## config.mk

```make
export PLATFORM = sky130hd
export DESIGN_NAME = tick_gen_multi
export DESIGN_NICKNAME = d
export VERILOG_FILES = /design/src/rtl/tick_gen_pkg.sv /design/src/rtl/tick_gen_chan.sv /design/src/rtl/tick_gen_multi.sv
export SDC_FILE = /design/constraint.sdc
export NUM_CORES = 1
export LEC_CHECK = 0
export ABC_AREA = 1
export BUFFER_PORTS_ARGS = -buffer_cell sky130_fd_sc_hd__buf_4
export CAP_MARGIN = 20
export CORE_UTILIZATION = 42
export CTS_BUF_LIST = sky130_fd_sc_hd__clkbuf_4 sky130_fd_sc_hd__clkbuf_8 sky130_fd_sc_hd__clkbuf_16
export DETAILED_ROUTE_END_ITERATION = 6
export SYNTH_ARGS = -nofsm -noshare
export SYNTH_HDL_FRONTEND = slang
export SYNTH_SLANG_ARGS = --single-unit
```

## constraint.sdc

```tcl
create_clock -name clk_in -period 11 [get_ports clk_in]
set_input_delay 1.1 -clock clk_in [delete_from_list [all_inputs] [get_ports clk_in]]
set_output_delay 1.1 -clock clk_in [all_outputs]
set_load 0.02 [all_outputs]
```

## src/rtl/tick_gen_pkg.sv

```systemverilog
// tick_gen shared constants.
// Default counter width, channel count and reset terminal count.
package tick_gen_pkg;

  localparam int TG_WIDTH = 24;
  localparam int TG_NCH = 4;
  localparam logic [23:0] TG_DEF_PERIOD = 24'd6_000_000;

endpackage

```

## src/rtl/tick_gen_chan.sv

```systemverilog
// One tick channel: counter, active/shadow period, pend flag.
// Square-wave output exists only with TICK_GEN_WAVE_EN defined.
module tick_gen_chan
  import tick_gen_pkg::*;
#(
  parameter int WIDTH = TG_WIDTH,
  parameter logic [WIDTH-1:0] DEF_PERIOD = WIDTH'(TG_DEF_PERIOD)
) (
  input  logic             clk_in,
  input  logic             rst,
  input  logic             en,
  input  logic             load,
  input  logic [WIDTH-1:0] period,
  output logic             tick,
  output logic             wave
);

  logic [WIDTH-1:0] cnt;
  logic [WIDTH-1:0] act_p;
  logic [WIDTH-1:0] sh_p;
  logic             pend;
  logic             wrap;

  assign wrap = en && (cnt == act_p);

  // Counter and registered tick; disabled channels sit at zero.
  always_ff @(posedge clk_in or posedge rst) begin
    if (rst) begin
      cnt  <= '0;
      tick <= 1'b0;
    end else if (!en) begin
      cnt  <= '0;
      tick <= 1'b0;
    end else begin
      cnt  <= wrap ? '0 : cnt + WIDTH'(1);
      tick <= wrap;
    end
  end

  // Period update: applied only at a wrap or while idle.
  always_ff @(posedge clk_in or posedge rst) begin
    if (rst) begin
      act_p <= DEF_PERIOD;
      sh_p  <= DEF_PERIOD;
      pend  <= 1'b0;
    end else if (load && (!en || wrap)) begin
      act_p <= period;
      pend  <= 1'b0;
    end else if (wrap && pend) begin
      act_p <= sh_p;
      pend  <= 1'b0;
    end else if (load) begin
      sh_p <= period;
      pend <= 1'b1;
    end
  end

`ifdef TICK_GEN_WAVE_EN
  // Toggle alongside each tick; holds while disabled.
  always_ff @(posedge clk_in or posedge rst) begin
    if (rst) wave <= 1'b0;
    else if (wrap) wave <= ~wave;
  end
`else
  assign wave = 1'b0;
`endif

endmodule

```

## src/rtl/tick_gen_multi.sv

```systemverilog
// NCH independent tick generators sharing one clock.
// Optional square-wave outputs via TICK_GEN_WAVE_EN.
module tick_gen_multi
  import tick_gen_pkg::*;
#(
  parameter int WIDTH = TG_WIDTH,
  parameter int NCH = TG_NCH,
  parameter logic [WIDTH-1:0] DEF_PERIOD = WIDTH'(TG_DEF_PERIOD)
) (
  input  logic                 clk_in,
  input  logic                 rst,
  input  logic [NCH-1:0]       en,
  input  logic [NCH*WIDTH-1:0] period,
  input  logic [NCH-1:0]       load,
  output logic [NCH-1:0]       tick,
  output logic [NCH-1:0]       wave
);

  for (genvar i = 0; i < NCH; i++) begin : g_ch
    tick_gen_chan #(
      .WIDTH(WIDTH),
      .DEF_PERIOD(DEF_PERIOD)
    ) u_chan (
      .clk_in(clk_in),
      .rst(rst),
      .en(en[i]),
      .load(load[i]),
      .period(period[i*WIDTH +: WIDTH]),
      .tick(tick[i]),
      .wave(wave[i])
    );
  end

endmodule

```

==> impl_metrics.ini <==
[timing]
finalCriticalPeriod_ps = 3695
setup_slack_ps = 7305
rsz0062_at_grt = no
drv_slew = 0
fin_crit_sh_pct = 33.59
setup_violations = 0
final-hold-violation-count = 0
fin_tns_setup_ps = 0
relSlewSlack_pct = 33.12
tightest_slew_ps = 1003
fmax_ghz = 0.2706
fin_skew_ps = 27.04

[routing]
first_iter_violations = 784
routed_wl_um = 39620
vias = 14453
avgRoutedWirePerCell_um = 13.15
first_pass_iters = 6
ant_nets = 0
vias_per_cell = 4.798
drc = 0

[grt]
antenna_found_initial = 0
first_global_vias = 13848
gr-total-overflow = 0
track_usage_pct = 20.21
grt_pass1_wl_um = 67940
grt_max_degree = 165

[final_layout]
drive_above_1_share_pct = 14.03
antenna_cells = 0
area_delta_synth_final_pct = 14.16
fillerInstances = 3949
final_nets = 2575
fin_util_pct = 48.87

[clocking]
postCtsSetupBuffers = 0
cts_buffer_depth = 3
ctsRootBufferMaster = clkbuf_16
cts.sinks = 296
worstSkewPairLatency_ps = 550
cts_tree = yes
htree_levels = 2
ctsHoldBuffers = 0
clk_pin_slew_ps = 50
cts_made_buffers = 37
cts-resized-gates = 0

[floorplan]
die_w_um = 201.2
num_io_pins = 114
initial_core_util_pct = 42.81
die_h_um = 201.2
core.rowCount = 72
placeableCoreArea_um2 = 38920
dieArea_um2 = 40470

[power_and_ir_drop]
powerDensity_nw_per_um2 = 158.4
ir_drop_v = 0.0001016
p_leak_nw = 10.01

[outcome]
status = finished clean

[worst_setup_path]
cp.required_ps = 11420
cp_slowest_cell = nand2_1
arrival_ps = 4120
crit_type = flip-flop to flip-flop
cp-end-kind = flip-flop
timing.rr.start = g_ch[3].u_chan.act_p[15]$_DFFE_PP1P_
startpoint = g_ch[3].u_chan.act_p[15]$_DFFE_PP1P_
critPathMaxFanout = 46
cpPeakStageDelay_ps = 760
start_kind = flip-flop
path_cells = inv_1 -> nand2_1 -> nand2_1 -> nor2_1 -> nand2_1 -> nor2_1 -> nand3_2 -> nand2_4 -> nand2_1 -> nand2_1 -> inv_2 -> nand2_1 -> nand2_1
worstRegToRegCells = 13
cp_common_cell = nand2_1

[synthesis]
synth_cell_types = 36
synthCells = 2395
synth_top_area_share_pct = 32.44
synth-seq-cells = 296
netlist_area_um2 = 16660
synth-seq-area-share_pct = 45.06
synth_warnings = 0
synthTopCellsByArea = dfrtp_1 32%, nand2_1 18%, dfstp_2 13%
syn_avg_cell_area_um2 = 6.956
synth_top_area_cell = dfrtp_1

[place]
pre_cts_ws_ps = 7239
hpwl_um = 27430
place.gp.congestion = 0.8775
portBuffers = 109

[worst_hold_path]
hold_depth = 2
hold_class = flip-flop to flip-flop
hp-start = g_ch[1].u_chan.sh_p[15]$_DFFE_PP1P_

[run]
drv_cap = 0
-- cell usage in the layout (no fill, tap or decap), types with 4 or more instances in the layout --
| master | Yosys | routed |
|---|---|---|
| bufinv_16 | 0 | 4 |
| dfrtp_1 | 216 | 216 |
| clkbuf_4 | 0 | 11 |
| nand2_2 | 10 | 10 |
| nand3_2 | 11 | 11 |
| nand2_1 | 797 | 797 |
| nor3_1 | 30 | 30 |
| nor3b_1 | 6 | 6 |
| o31ai_1 | 6 | 6 |
| conb_1 | 1 | 4 |
| dfstp_2 | 80 | 80 |
| ha_1 | 4 | 4 |
| clkbuf_16 | 0 | 39 |
| buf_4 | 14 | 110 |
| xor2_1 | 24 | 24 |
| nor4_1 | 13 | 13 |
| nand3_1 | 262 | 262 |
| inv_2 | 55 | 55 |
| nor2_2 | 6 | 6 |
| nand4_1 | 29 | 29 |
| o21ai_0 | 94 | 94 |
| nor2_1 | 200 | 200 |
| clkinv_2 | 0 | 4 |
| nand2_4 | 4 | 4 |
| o21ai_1 | 26 | 26 |
| clkbuf_8 | 0 | 9 |
| inv_1 | 381 | 380 |
| xnor2_1 | 12 | 12 |
| clkinv_1 | 4 | 4 |
| a21oi_1 | 33 | 33 |
-- path summary, 6_finish.rpt --
kind	to	slack [ps]
worst min register to register	g_ch[1].u_chan.sh_p[15]$_DFFE_PP1P_	470
min in group asynchronous	g_ch[1].u_chan.cnt[0]$_DFF_PP0_	730
worst max register to register	g_ch[3].u_chan.act_p[3]$_DFFE_PP0P_	7300
max in group asynchronous	g_ch[3].u_chan.act_p[4]$_DFFE_PP0P_	8840
worst max-delay path	g_ch[3].u_chan.act_p[3]$_DFFE_PP0P_	7300
worst min-delay path	g_ch[1].u_chan.sh_p[15]$_DFFE_PP1P_	470
-- metrics by stage --
step | area (µm²) | power (mW) | hold slack [ps] | cells
floorplan | 16670 | 1.609 | 442.5 | 2398
global placement | 17690 | 1.710 | 454.0 | 2944
detailed placement | 17690 | 1.721 | 459.1 | 2944
CTS | 19020 | 3.059 | 468.1 | 3012
global route | 19020 | 3.180 | 482.7 | 3012
finish | 19020 | 3.012 | 468.8 | 3012
-- area by class of cell --
| type | count | area, µm² | share of cell area [%] |
|---|---|---|---|
| inverters | 440 | 1659 | 8.723 |
| repair buffers | 111 | 845.8 | 4.447 |
| clock inverters | 9 | 148.9 | 0.7828 |
| flip-flops and latches | 296 | 7507 | 39.47 |
| well taps | 518 | 648.1 | 3.408 |
| clock buffers | 59 | 1182 | 6.217 |
| multi-input cells | 1579 | 7028 | 36.95 |
-- cell families (layout without fill, tap and decap cells) --
logic type	count (synthesis)	in the layout	share of synthesized area (%)
adder cells (fa/ha/maj)	4	4	0.3004
AND/OR/NAND/NOR	1373	1373	34.90
other	1	4	0.02251
flip-flops	296	296	45.06
XOR/XNOR	36	36	1.893
AO/OA/AOI/OAI	162	162	5.002
buffers and inverters	523	619	12.82
-- critical path, delay by kind of cell, from the launching register on --
family                 cells  cell delay, ps
and+or+nand+nor           11            2660
buffers and inverters      2             370
DFF                        1             540
-- Yosys cell counts, drive strengths merged --
cell type  instances
a21oi             33
nand4             31
clkinv             4
or3                1
o21ai            120
nor4              13
or2                1
nor2             206
xor2              24
nand2            811
nor3b              6
xnor2             12
nand3            273
buf               66
o31ai              6
conb               1
nor3              31
inv              436
o211ai             2
clkbuf            17
dfrtp            216
a21o               1
ha                 4
dfstp             80
-- sequential cells by signal (all words and copies together), names as in the netlist --
register and count:
g_ch.u_chan.tick 4, g_ch.u_chan.cnt 96, g_ch.u_chan.pend 4, g_ch.u_chan.sh_p 96, g_ch.u_chan.act_p 96
-- layer usage --
layer | wire, µm | track usage (%) | share of wire (%)
met5 | 0 | 0 | 0
met4 | 928 | 7.197 | 2.3
met3 | 1445 | 2.770 | 3.6
met2 | 18060 | 32.43 | 46
met1 | 19180 | 27.91 | 48
-- power by group --
part	leakage, nW	total [mW]	switching (mW)	internal [mW]
registers	3.66	1.31	0.0806	1.23
logic	5.67	0.394	0.242	0.153
clock network	0.673	1.31	0.479	0.832
total	10.0	3.01	0.801	2.21
Note: power is estimated with default switching activity, not from simulation.
